--- config.mk ---
export PLATFORM = sky130hd
export DESIGN_NAME = mul_acc_pipe_8bit_flat
export DESIGN_NICKNAME = d
export VERILOG_FILES = /design/src/rtl/mul_acc_pipe_8bit_if.sv /design/src/rtl/mul_acc_pipe_8bit.sv /design/src/flat_wrapper.sv
export SDC_FILE = /design/constraint.sdc
export NUM_CORES = 1
export LEC_CHECK = 0
export ABC_AREA = 1
export CAP_MARGIN = 20
export CORE_MARGIN = 2
export CORE_UTILIZATION = 50
export DETAILED_ROUTE_END_ITERATION = 10
export DONT_BUFFER_PORTS = 1
export SETUP_SLACK_MARGIN = 0.3
export SLEW_MARGIN = 20
export SYNTH_ARGS = -nofsm -noshare
export SYNTH_HDL_FRONTEND = slang
export SYNTH_SLANG_ARGS = --single-unit
--- constraint.sdc ---
create_clock -name clk -period 2 [get_ports clk]
set_input_delay 0.2 -clock clk [delete_from_list [all_inputs] [get_ports clk]]
set_output_delay 0.2 -clock clk [all_outputs]
set_load 0.02 [all_outputs]
--- src/rtl/mul_acc_pipe_8bit_if.sv ---
// Product input, group-sum output and status bundle for mul_acc_pipe_8bit.
interface mul_acc_pipe_8bit_if #(
  parameter int size    = 8,
  parameter int acc_len = 4,
  parameter int acc_w   = 18
);
  localparam int cw = $clog2(acc_len);

  logic                mul_en_in;
  logic [2*size-1:0]   mul_in;
  logic                acc_clr;
  logic                acc_ready;
  logic                acc_valid;
  logic [acc_w-1:0]    acc_out;
  logic                acc_overflow;
  logic [cw-1:0]       grp_cnt;

  // Producer / consumer side (multiplier plus downstream sink)
  modport master (
    output mul_en_in, mul_in, acc_clr, acc_ready,
    input  acc_valid, acc_out, acc_overflow, grp_cnt
  );

  // Accumulator side
  modport slave (
    input  mul_en_in, mul_in, acc_clr, acc_ready,
    output acc_valid, acc_out, acc_overflow, grp_cnt
  );
endinterface

--- src/rtl/mul_acc_pipe_8bit.sv ---
// Group accumulator behind the pipelined 8-bit multiplier.
// Sums acc_len consecutive products and hands each sum to a downstream
// consumer through a 2-entry FIFO. The multiplier cannot be stalled, so a
// sum arriving while the FIFO is full (and not popping) is dropped and
// recorded in a sticky overflow flag.
module mul_acc_pipe_8bit #(
  parameter int size    = 8,
  parameter int acc_len = 4,
  parameter int acc_w   = 18
) (
  input  logic               clk,
  input  logic               rst,
  mul_acc_pipe_8bit_if.slave bus
);
  localparam int cw = $clog2(acc_len);

  logic [acc_w-1:0] acc_reg;
  logic [cw-1:0]    grp_cnt_reg;
  logic [acc_w-1:0] head_reg;
  logic [acc_w-1:0] tail_reg;
  logic [1:0]       count_reg;
  logic             ovf_reg;

  logic [acc_w-1:0] prod_ext;
  logic [acc_w-1:0] sum;
  logic             last_prod;
  logic             push;
  logic             pop;

  // Product is zero-extended; the group sum wraps modulo 2^acc_w.
  assign prod_ext  = acc_w'(bus.mul_in);
  assign sum       = acc_reg + prod_ext;
  assign last_prod = (grp_cnt_reg == cw'(acc_len - 1));
  // A product arriving with acc_clr opens a new group, so it never completes one.
  assign push      = bus.mul_en_in & ~bus.acc_clr & last_prod;
  assign pop       = (count_reg != 2'd0) & bus.acc_ready;

  // Partial-group accumulator and product counter.
  always_ff @(posedge clk) begin
    if (rst) begin
      acc_reg     <= '0;
      grp_cnt_reg <= '0;
    end else if (bus.acc_clr) begin
      if (bus.mul_en_in) begin
        acc_reg     <= prod_ext;
        grp_cnt_reg <= cw'(1);
      end else begin
        acc_reg     <= '0;
        grp_cnt_reg <= '0;
      end
    end else if (bus.mul_en_in) begin
      if (push) begin
        acc_reg     <= '0;
        grp_cnt_reg <= '0;
      end else if (grp_cnt_reg == '0) begin
        acc_reg     <= prod_ext;
        grp_cnt_reg <= grp_cnt_reg + cw'(1);
      end else begin
        acc_reg     <= sum;
        grp_cnt_reg <= grp_cnt_reg + cw'(1);
      end
    end
  end

  // Two-register FIFO: head drives acc_out directly and keeps its value
  // when the FIFO drains, tail holds the second entry.
  always_ff @(posedge clk) begin
    if (rst) begin
      head_reg  <= '0;
      tail_reg  <= '0;
      count_reg <= 2'd0;
      ovf_reg   <= 1'b0;
    end else begin
      case (count_reg)
        2'd0: begin
          if (push) begin
            head_reg  <= sum;
            count_reg <= 2'd1;
          end
        end
        2'd1: begin
          case ({push, pop})
            2'b11: head_reg <= sum;
            2'b10: begin
              tail_reg  <= sum;
              count_reg <= 2'd2;
            end
            2'b01: count_reg <= 2'd0;
            default: ;
          endcase
        end
        2'd2: begin
          case ({push, pop})
            2'b11: begin
              head_reg <= tail_reg;
              tail_reg <= sum;
            end
            2'b01: begin
              head_reg  <= tail_reg;
              count_reg <= 2'd1;
            end
            2'b10: ovf_reg <= 1'b1;
            default: ;
          endcase
        end
        default: count_reg <= 2'd0;
      endcase
    end
  end

  assign bus.acc_valid    = (count_reg != 2'd0);
  assign bus.acc_out      = head_reg;
  assign bus.acc_overflow = ovf_reg;
  assign bus.grp_cnt      = grp_cnt_reg;
endmodule
--- src/flat_wrapper.sv ---
// flat-port wrapper written by rule: the top's interface ports become plain ports
module mul_acc_pipe_8bit_flat 
#(
  parameter int size    = 8,
  parameter int acc_len = 4,
  parameter int acc_w   = 18
)
  (clk, rst, bus_mul_en_in, bus_mul_in, bus_acc_clr, bus_acc_ready, bus_acc_valid, bus_acc_out, bus_acc_overflow, bus_grp_cnt);
  mul_acc_pipe_8bit_if #(.size(size), .acc_len(acc_len), .acc_w(acc_w)) bus_i ();
  input  logic clk;
  input  logic rst;
  input wire logic [$bits(bus_i.mul_en_in)-1:0] bus_mul_en_in;
  input wire logic [$bits(bus_i.mul_in)-1:0] bus_mul_in;
  input wire logic [$bits(bus_i.acc_clr)-1:0] bus_acc_clr;
  input wire logic [$bits(bus_i.acc_ready)-1:0] bus_acc_ready;
  output wire logic [$bits(bus_i.acc_valid)-1:0] bus_acc_valid;
  output wire logic [$bits(bus_i.acc_out)-1:0] bus_acc_out;
  output wire logic [$bits(bus_i.acc_overflow)-1:0] bus_acc_overflow;
  output wire logic [$bits(bus_i.grp_cnt)-1:0] bus_grp_cnt;
  assign bus_i.mul_en_in = bus_mul_en_in;
  assign bus_i.mul_in = bus_mul_in;
  assign bus_i.acc_clr = bus_acc_clr;
  assign bus_i.acc_ready = bus_acc_ready;
  assign bus_acc_valid = bus_i.acc_valid;
  assign bus_acc_out = bus_i.acc_out;
  assign bus_acc_overflow = bus_i.acc_overflow;
  assign bus_grp_cnt = bus_i.grp_cnt;
  mul_acc_pipe_8bit #(.size(size), .acc_len(acc_len), .acc_w(acc_w)) u_core (.clk(clk), .rst(rst), .bus(bus_i));
endmodule
==> results of run 1 <==
worst max-delay path: stages, from the launching register on:
cell and delay [ps]:
dfxtp_2 360, ha_4 140, inv_2 40, fa_2 340, nand3b_1 180, nand2_2 100, nand2_1 90, nand2_4 100
nand2_2 70, nand3b_1 140, nand2_1 70, a21o_1 150, inv_1 40
how the worst min path moves through the flow:
stage	from	end	slack (ps)
global route	rst	u_core.acc_reg[4]	-100
finish	rst	u_core.acc_reg[10]	-90
detailed placement	rst	u_core.bus.grp_cnt[1]	270
CTS	rst	u_core.count_reg[1]	-100
floorplan	rst	u_core.bus.grp_cnt[0]	280
global placement	rst	u_core.bus.grp_cnt[1]	270
cell families after synthesis:
logic type	count (synthesis)	share of synthesized area, %
AO/OA/AOI/OAI	136	19.5
adder cells (fa/ha/maj)	23	7.86
flip-flops	59	31.5
buffers and inverters	96	11.2
XOR/XNOR	6	1.40
AND/OR/NAND/NOR	241	28.6
timing repair:
item	CTS	global route
hold buffers	1	1
endpoints found under the setup margin	45	53
setup buffers	3	9
endpoints found under the hold margin	21	20
resized for setup	40	93
gates cloned	0	1
pin swaps	19	23
cells in the mapped netlist (6+ instances only):
library cell / n
dfxtp_1: 59
clkbuf_1: 11
a21oi_1: 73
nand4_1: 12
nand3_1: 55
inv_1: 67
buf_2: 6
o21ai_0: 34
nor2_1: 26
ha_1: 22
nand2_1: 129
o21ai_1: 9
power by group through the flow:
stage          logic [mW]  registers (mW)  clock network, mW
3_5_place_dp         1.75            2.01                  0
6_report             2.32            2.01               1.13
5_1_grt              2.55            2.06               1.19
2_1_floorplan        1.44            1.95                  0
4_1_cts              1.88            1.99               1.14
3_3_place_gp         1.74            2.00                  0
area by class of cell:
type | instances | area share, %
clock buffer | 9 | 2.58
clock inverter | 7 | 1.64
inverter | 70 | 6.00
multi-input combinational | 406 | 56.5
sequential | 59 | 24.9
tap | 99 | 2.58
timing repair buffer | 29 | 5.76
metrics by stage:
stage	utilization, %	total power, mW	worst slack (ps)	std cells
4_1_cts	59.3	5.01	124	668
2_1_floorplan	-	3.39	300	561
3_3_place_gp	53.4	3.74	50.2	648
6_report	66.2	5.47	123	679
3_5_place_dp	53.4	3.77	25.9	648
5_1_grt	66.2	5.80	35.4	679
layer usage:
| metal | wire length [um] | up-vias |
|---|---|---|
| met2 | 5580 | 85 |
| met3 | 516 | 21 |
| li1 | - | 1894 |
| met5 | 0 | - |
| met4 | 274 | 0 |
| met1 | 4960 | 1836 |
cell usage in the layout, fill, tap and decap left out, types with 3 or more instances in the layout:
cell type / synthesis / routed
a21o_1: 4 / 4
a21oi_1: 73 / 52
a21oi_2: 0 / 21
a31oi_1: 4 / 4
buf_4: 1 / 21
buf_6: 5 / 3
clkbuf_8: 0 / 9
clkinv_4: 2 / 7
dfxtp_1: 59 / 52
dfxtp_2: 0 / 5
ha_1: 22 / 6
ha_4: 0 / 15
inv_1: 67 / 61
inv_2: 1 / 5
nand2_1: 129 / 101
nand2_2: 1 / 27
nand2_4: 2 / 4
nand3_1: 55 / 41
nand3_2: 1 / 14
nand3b_1: 5 / 5
nand4_1: 12 / 12
nor2_1: 26 / 21
nor2_2: 4 / 4
nor2_4: 1 / 6
o21a_1: 4 / 4
o21ai_0: 34 / 33
o21ai_1: 9 / 10
==> qor.csv, run 1 <==
stage;metric;value;unit
place;placed_cell_area;3870;um^2
worst_setup_path;start_kind;register;
run;drv_cap;0;
floorplan;pin_count;43;
floorplan;fp.dieW;90.7;um
yosys;async_flop_share;0;%
status;status;finished with violations;
power_and_ir_drop;internal_power;3.12;mW
layout;n_antenna_cell;0;
global_routing;grt_max_degree;31;
worst_setup_path;r2r_setup_slack;120;ps
worst_setup_path;endpoint_kind;register;
sta;rsz0062_at_grt;yes;
layout;drive_gt1_share;28.4;%
hold_path;hold_class;in2reg;
clock_tree;cts_tree;done;
routing;drcViolationCount;0;
power_and_ir_drop;swShare;42.9;%
yosys;mappedNetlistNets;605;
routing;routedWlPerCell;16.7;um
clock_tree;htree_num_levels;3;
power_and_ir_drop;p_seq_share;36.8;%
yosys;post_synth.cell_area_avg;6.69;um^2
routing;num_vias;3836;
layout;multiInputGateArea;2710;um^2
power_and_ir_drop;clockPowerShare;20.7;%
worst_setup_path;crit_arrival;2160;ps
place;gp_congestion;0.906;
layout;fin_nets;619;
place;hpwl;7.58;mm
global_routing;antenna_found_initial;0;
floorplan;dieArea;8220;um^2
routing;finalWirelength;11.3;mm
clock_tree;clkSinkCount;59;
yosys;synth_cells;561;
place;io_buffers;0;
floorplan;core_area;7250;um^2
sta;maxSlewHeadroom;66.5;%
hold_path;whs_path_depth;1;
clock_tree;clock_path_buffers;2;
yosys;yosysWarningCount;0;
yosys;synth_area;3750;um^2
worst_setup_path;r2r_cells;12;
sta;fmax;533;MHz
power_and_ir_drop;leakage;2.11;nW
yosys;synth_area_leaders;dfxtp_1 31%, nand2_1 13%, a21oi_1 9.7%;
sta;drv_slew;0;
global_routing;grt_pass1_wl;17.4;mm
global_routing;grt_pass1_vias;3700;
layout;fillers;660;
sta;period_share;93.9;%
routing;viasPerCell;5.65;
yosys;synth_top_area_share;31.5;%
layout;finalInstanceArea;4800;um^2
routing;drt_iter0_drc;216;
yosys;synth_cell_types;37;
power_and_ir_drop;power_frac_comb;42.4;%
sta;hold_viol;19;
yosys;synth_ff_type;dfxtp_1;
worst_setup_path;critPathKind;reg2reg;
clock_tree;cts.clk_slew.worst_paths;90;ps
yosys;yosys.area.top_type;dfxtp_1;
clock_tree;numCtsBuffers;9;
layout;syn_to_final_growth;27.8;%
power_and_ir_drop;peakVddDrop;0.786;mV
floorplan;dieHeight;90.7;um
worst_setup_path;critPathRequiredTime;2290;ps
power_and_ir_drop;p_sw;2.35;mW
yosys;seq_area_frac_synth;31.5;%
layout;register_area;1190;um^2
global_routing;grt_use_met1;30.9;%
clock_tree;clk_latency;350;ps
worst_setup_path;rr_endpoint;u_core.tail_reg[14];
global_routing;overflow;0;
clock_tree;clockRootBuffer;clkbuf_8;
yosys;ys_ff_latch;59;
sta;period_minus_slack;1880;ps
sta;finalClockSkew;16.2;ps
worst_setup_path;setup.worst_path.start;u_core.acc_reg[0];
floorplan;start_util;51.8;%
global_routing;grt_use_met2;47.5;%
routing;first_pass_iters;4;
global_routing;grt.total_usage;26.7;%
routing;antenna_left;0;
sta;setup_viol;0;
sta;tightestPinTransition;503;ps
floorplan;rows;31;
global_routing;busiest_layer;met2;
global_routing;grt_util_met3;5.26;%
worst_setup_path;timing.rr.start;u_core.acc_reg[0];
yosys;synth_edf_count;0;
sta;hold_ws;-94.1;ps
worst_setup_path;crit_end;u_core.tail_reg[14];
status;violations;negative hold slack;
sta;setup_tns;0;ps
power_and_ir_drop;p_per_area;1140;nW/um^2
worst_setup_path;crit_fanout;3;
Power figures use the tool's default switching activity.
==> run 2, diff against run 1 <==
- CORE_UTILIZATION: 50 -> 54
- PLACE_DENSITY: default -> 0.69
- SETUP_SLACK_MARGIN: 0.3 -> 0.1
==> run 2 against run 1 <==
Against the previous run:
- the run still ends with negative hold slack left
- register-to-register slack worse by 30 ps
- combinational power down 22%
- non-clock buffer count down 8
- worst setup slack worse by 31 ps
- sequential power about the same
- clock power up 11%
- count of clock-buffer cells in the layout is 1 higher
- maximum frequency fell by 1.6%
- critical endpoint is now u_core.acc_reg[4]
- largest cell class unchanged
==> qor.csv, run 2 (synthesis gave the netlist of run 1 again) <==
stage;metric;value;unit;change
status;status;finished with violations;;
status;violations;negative hold slack;;
clock_tree;htree_num_levels;3;;unchanged
clock_tree;ctsHoldBuffers;3;;+2
worst_setup_path;critPathRequiredTime;2200;ps;-90 ps
sta;period_minus_slack;1910;ps;+30.9 ps
worst_setup_path;endpoint_kind;register;;
worst_setup_path;critPathKind;reg2reg;;
routing;finalWirelength;10.4;mm;-8.0%
sta;fmax;524;MHz;-1.6%
floorplan;pin_count;43;;unchanged
worst_setup_path;critPathTopFamily;adder cells;;
layout;fillers;650;;-1.5%
layout;syn_to_final_growth;14.1;%;
global_routing;grt.total_usage;28.0;%;+1.3 points
worst_setup_path;max_stage_delay;350;ps;about the same
place;io_buffers;0;;unchanged
global_routing;antenna_found_initial;0;;unchanged
sta;tightestPinTransition;393;ps;-110 ps
layout;n_antenna_cell;0;;unchanged
layout;drive_gt1_share;15.6;%;-13 points
sta;period_share;95.4;%;+1.5 points
worst_setup_path;cp_num_buf_inv;3;;+1
layout;layout_commonest_cell;nand2_1;;
clock_tree;cts_tree;done;;
clock_tree;numCtsBuffers;9;;unchanged
floorplan;dieHeight;87.4;um;-3.6%
routing;drt_iter0_drc;259;;+20%
floorplan;core_area;6760;um^2;-6.8%
routing;viasPerCell;5.70;;+0.94%
worst_setup_path;crit_fanout;3;;unchanged
sta;setup_viol;0;;unchanged
routing;routedWlPerCell;16.0;um;-4.2%
sta;hold_viol;18;;-1
routing;first_pass_iters;8;;+4
clock_tree;cts.clk_slew.worst_paths;80;ps;about the same
global_routing;grt_pass1_wl;16.8;mm;-3.9%
worst_setup_path;worst_path_max_delay_cell;dfxtp_2;;
layout;final_cell_mix;115 x nand2_1, 67 x a21oi_1, 65 x inv_1;;
worst_setup_path;crit_arrival;2110;ps;-50 ps
routing;antenna_left;0;;unchanged
floorplan;fp.dieW;87.4;um;-3.6%
floorplan;rows;30;;-3.2%
clock_tree;clock_path_buffers;2;;unchanged
place;pre_cts_ws;-45.9;ps;-71.9 ps
worst_setup_path;start_kind;register;;
routing;num_vias;3718;;-3.1%
floorplan;dieArea;7640;um^2;-7.1%
power_and_ir_drop;peakVddDrop;0.682;mV;-13%
worst_setup_path;path_cells;ha_4 -> inv_2 -> fa_2 -> nand3b_1 -> nand2_2 -> buf_4 -> xnor2_1 -> inv_1 -> nand2_1 -> a41oi_1;;
routing;drcViolationCount;0;;unchanged
sta;maxSlewHeadroom;73.6;%;+7.2 points
hold_path;hold_class;in2reg;;
floorplan;start_util;55.6;%;+3.8 points
sta;setup_tns;0;ps;unchanged
clock_tree;clkSinkCount;59;;unchanged
sta;drv_slew;0;;unchanged
place;gp_congestion;0.900;;-0.65%
power_and_ir_drop;p_per_area;1180;nW/um^2;+3.7%
run;drv_cap;0;;unchanged
sta;hold_ws;-83.9;ps;+10.2 ps
global_routing;grt_max_degree;39;;+26%
place;hpwl;7.27;mm;-4.0%
sta;finalClockSkew;9.70;ps;-6.47 ps
sta;rsz0062_at_grt;yes;;
layout;fin_nets;611;;-1.3%
clock_tree;clockRootBuffer;clkbuf_8;;
sta;layout_setup_ws;92.0;ps;-30.9 ps
global_routing;overflow;0;;unchanged
power_and_ir_drop;leakage;2.02;nW;-4.2%
clock_tree;clk_latency;340;ps;about the same
global_routing;grt_pass1_vias;3423;;-7.5%
[run 2: where the power goes]
group / internal (mW) / leakage [nW] / total, mW / switching (mW)
combinational: 0.671 / 1.42 / 1.82 / 1.15
clock: 0.735 / 0.108 / 1.25 / 0.516
sequential: 1.57 / 0.485 / 1.99 / 0.426
total: 2.97 / 2.02 / 5.06 / 2.09
[run 2: final cells by class]
| class | instances | area, um^2 | share of cell area [%] |
|---|---|---|---|
| inverters | 70 | 274 | 6.39 |
| repair buffers | 21 | 165 | 3.85 |
| clock buffers | 10 | 138 | 3.21 |
| multi-input cells | 406 | 2330 | 54.5 |
| clock inverters | 6 | 88.8 | 2.07 |
| well taps | 80 | 100 | 2.34 |
| flip-flops and latches | 59 | 1180 | 27.6 |
[run 2: path summary, 6_finish.rpt]
kind	startpoint	cells past startpoint	slack, ps	endpoint
worst max register to register	u_core.acc_reg[0]	10	90	u_core.acc_reg[4]
worst min-delay path	rst	1	-80	u_core.acc_reg[12]
worst max-delay path	u_core.acc_reg[0]	10	90	u_core.acc_reg[4]
worst min register to register	u_core.tail_reg[1]	2	470	u_core.bus.acc_out[1]
[run 2: worst reg2reg max path: cells and delay by family, from the launching register on]
kind / cells / cell delay (ps)
adder cells (fa/ha/maj): 2 / 470
XOR/XNOR: 1 / 170
AND/OR/NAND/NOR: 3 / 380
buffers and inverters: 3 / 300
flip-flops: 1 / 350
AO/OA/AOI/OAI: 1 / 110
[run 2: per-stage QoR]
step / total power [mW] / util (%) / hold slack [ps] / instances / area (um^2)
floorplan: 3.38 / - / 279 / 561 / 3750
global placement: 3.67 / 56.4 / 273 / 629 / 3810
detailed placement: 3.71 / 56.4 / 276 / 629 / 3810
CTS: 4.98 / 60.9 / -85.8 / 650 / 4110
global route: 5.43 / 63.4 / -93.7 / 652 / 4290
finish: 5.06 / 63.4 / -83.9 / 652 / 4290
[run 2: repair_timing]
action	in CTS	in global routing
setup buffers	2	2
pin swaps	3	7
endpoints found under the setup margin	19	42
gates resized for setup	7	41
hold endpoints to repair	21	18
[run 2: per-layer routing]
layer | GRT usage (%) | vias up | share of wire (%)
met1 | 35.6 | 1736 | 44
met5 | 0 | - | 0
li1 | - | 1881 | -
met2 | 48.2 | 81 | 49
met3 | 4.55 | 20 | 3.9
met4 | 9.09 | 0 | 2.3
==> run 3, diff against run 2 <==
- ABC_AREA: 1 -> default
- HOLD_SLACK_MARGIN: default -> 0.15
==> run 3 against run 2 <==
Against the previous run:
- the flow finishes with violations (negative setup slack)
- global-route usage grew 2.3 points
- critical path depth shrank 1
- die area shrank 7.1%
- first-iteration DRC count grew 15%
- non-clock buffer count grew 57
- largest cell class unchanged
- highest routed layer unchanged
==> qor.csv, run 3 <==
stage;metric;value;unit;change
worst_setup_path;start_kind;register;;
routing;first_pass_iters;5;;-3
yosys;async_flop_share;0;%;unchanged
yosys;mappedNetlistNets;472;;-22%
floorplan;dieHeight;84.2;um;-3.6%
sta;rsz0062_at_grt;yes;;
yosys;synth_top_area_share;34.0;%;+2.5 points
yosys;synth_area_leaders;dfxtp_1 34%, ha_1 7.9%, a21oi_1 4.9%;;
power_and_ir_drop;leakage;1.82;nW;-9.6%
yosys;yosysWarningCount;0;;unchanged
clock_tree;clk_latency;350;ps;about the same
hold_path;whs_path_depth;2;;+1
worst_setup_path;critPathKind;reg2reg;;
worst_setup_path;rr_endpoint;u_core.acc_reg[15];;
worst_setup_path;timing.rr.start;u_core.acc_reg[0];;
clock_tree;cts_tree;done;;
sta;maxSlewHeadroom;70.8;%;-2.9 points
sta;layout_setup_ws;-149;ps;-241 ps
hold_path;min_from;rst;;
sta;drv_slew;0;;unchanged
power_and_ir_drop;p_per_area;872;nW/um^2;-26%
yosys;post_synth.cell_area_avg;8.12;um^2;+21%
layout;fin_nets;537;;-12%
yosys;synthTopCellsByCount;59 x dfxtp_1, 42 x nand2_1, 35 x nor2_1, 34 x a21oi_1;;
worst_setup_path;critPathRequiredTime;2240;ps;+40 ps
routing;antenna_left;0;;unchanged
global_routing;antenna_found_initial;0;;unchanged
floorplan;core_area;6280;um^2;-7.1%
run;drv_cap;0;;unchanged
yosys;synth_cell_types;59;;+59%
worst_setup_path;r2r_cells;9;;-1
status;status;finished with violations;;
yosys;yosys.area.top_type;dfxtp_1;;
status;violations;negative setup slack;;
sta;setup_viol;20;;+20
yosys;seq_area_frac_synth;34.0;%;+2.5 points
worst_setup_path;crit_arrival;2390;ps;+280 ps
routing;viasPerCell;6.30;;+10%
floorplan;start_util;55.4;%;-0.20 points
sta;finalClockSkew;12.8;ps;+3.10 ps
sta;fmax;465;MHz;-11%
floorplan;dieArea;7090;um^2;-7.1%
global_routing;overflow;0;;unchanged
sta;hold_ws;156;ps;+240 ps
layout;drive_gt1_share;33.1;%;+18 points
yosys;synth_cells;428;;-24%
worst_setup_path;endpoint_kind;register;;
yosys;synth_edf_count;0;;unchanged
layout;n_antenna_cell;0;;unchanged
clock_tree;clkSinkCount;59;;unchanged
yosys;ys_ff_latch;59;;unchanged
worst_setup_path;crit_fanout;3;;unchanged
yosys;yosysMostFrequentCell;dfxtp_1;;
layout;final_cells;575;;-12%
yosys;synth_ff_type;dfxtp_1;;
clock_tree;clock_path_buffers;2;;unchanged
sta;tightestPinTransition;435;ps;+42.6 ps
global_routing;grt_pass1_wl;17.2;mm;+2.7%
routing;drt_iter0_drc;297;;+15%
sta;period_share;107;%;+12 points
hold_path;min_to;u_core.tail_reg[9];;
worst_setup_path;r2r_setup_slack;-150;ps;-240 ps
yosys;synth_area;3480;um^2;-7.4%
floorplan;rows;29;;-3.3%
global_routing;grt_pass1_vias;3445;;+0.64%
clock_tree;cts.clk_slew.worst_paths;80;ps;about the same
sta;hold_viol;0;;-18
floorplan;fp.dieW;84.2;um;-3.6%
place;hpwl;6.63;mm;-8.8%
place;io_buffers;0;;unchanged
global_routing;grt_max_degree;47;;+21%
layout;syn_to_final_growth;39.5;%;
clock_tree;clockRootBuffer;clkbuf_8;;
place;gp_congestion;0.908;;+0.96%
power_and_ir_drop;peakVddDrop;0.623;mV;-8.5%
floorplan;pin_count;43;;unchanged
routing;num_vias;3620;;-2.6%
clock_tree;htree_num_levels;3;;unchanged
clock_tree;numCtsBuffers;9;;unchanged
routing;finalWirelength;11.0;mm;+5.7%
routing;drcViolationCount;0;;unchanged
routing;routedWlPerCell;19.2;um;+20%
place;dp_cells;527;;-16%
global_routing;grt.total_usage;30.3;%;+2.3 points
sta;period_minus_slack;2150;ps;+241 ps
hold_path;hold_class;in2reg;;
layout;final_cell_mix;54 x buf_4, 52 x dfxtp_1, 40 x nand2_1;;
layout;layout_commonest_cell;buf_4;;
-- run 3: changes by cell type after synthesis, sizes merged, moves of 8 or more --
cell    delta
a211oi    +12
a21oi     -39
a22oi      +8
inv       -56
mux2i     +10
nand2     -90
nand3     -33
nor3       +8
o21ai     -19
or3        +8
-- run 3: cell families (layout without fill, tap and decap cells) --
logic type      count (synthesis)  after routing  synth area share (%)
xor+xnor                        9              9                  2.27
mux                            10             10                  2.88
flops                          59             59                  34.0
simple gates                  157            157                  22.6
buf+inv                        36            106                  4.18
fa+ha+maj                      23             23                  8.50
compound gates                134            134                  25.6
-- run 3: per-layer routing --
metal / vias to the layer above / global-route usage, % / part of all wire (%)
met2: 143 / 49.6 / 48
met4: 0 / 8.21 / 2.2
met1: 1745 / 40.5 / 44
met5: - / 0 / 0
met3: 20 / 6.78 / 6.2
li1: 1712 / - / -
-- run 3: per-stage QoR --
stage                     util, %  total power, mW  setup TNS, ps  setup WS [ps]  area, um^2
after global routing         77.2             4.44          -3330           -193        4850
final                        77.2             4.23          -1030           -149        4850
after CTS                    73.9             4.08          -38.8          -18.9        4640
after detailed placement     62.0             2.80          -1050           -120        3890
after global placement       62.0             2.77           -120          -27.8        3890
after floorplan                 -             2.40              0           71.0        3550
-- run 3: area by class of cell --
| class | instances | area (um^2) |
|---|---|---|
| Clock buffer | 10 | 128 |
| Clock inverter | 6 | 65.1 |
| Fill cell | 426 | 1430 |
| Inverter | 12 | 45.0 |
| Multi-Input combinational cell | 333 | 2660 |
| Sequential cell | 59 | 1190 |
| Tap cell | 77 | 96.3 |
| Timing Repair Buffer | 78 | 661 |
-- run 3: repair_timing --
| item | in CTS | in global routing |
|---|---|---|
| setup endpoints to repair | 47 | 47 |
| hold buffers | 20 | 0 |
| setup buffers | 7 | 5 |
| resized for setup | 57 | 36 |
| pin swaps | 13 | 24 |
| hold endpoints to repair | 48 | 0 |
-- run 3: worst max-delay path by stage --
stage,start,to,depth (start not counted)
after floorplan,u_core.count_reg[0],u_core.bus.acc_out[12],7
after global placement,u_core.acc_reg[0],u_core.acc_reg[10],9
after detailed placement,u_core.acc_reg[1],u_core.acc_reg[17],7
after CTS,u_core.acc_reg[0],u_core.acc_reg[10],9
after global routing,u_core.acc_reg[0],u_core.acc_reg[7],10
final,u_core.acc_reg[0],u_core.acc_reg[15],9
-- run 3: critical path, cell delays in order, from the launching register on --
cell,delay (ps)
dfxtp_2,350
ha_4,130
buf_4,100
buf_4,90
a21o_1,160
nand4_1,250
a211o_1,430
a31oi_2,260
nand2b_4,180
o22ai_2,70
-- run 3: power by group --
part	switching [mW]	internal, mW
Clock	0.533	0.578
Combinational	0.813	0.698
Sequential	0.236	1.37
Total	1.58	2.64
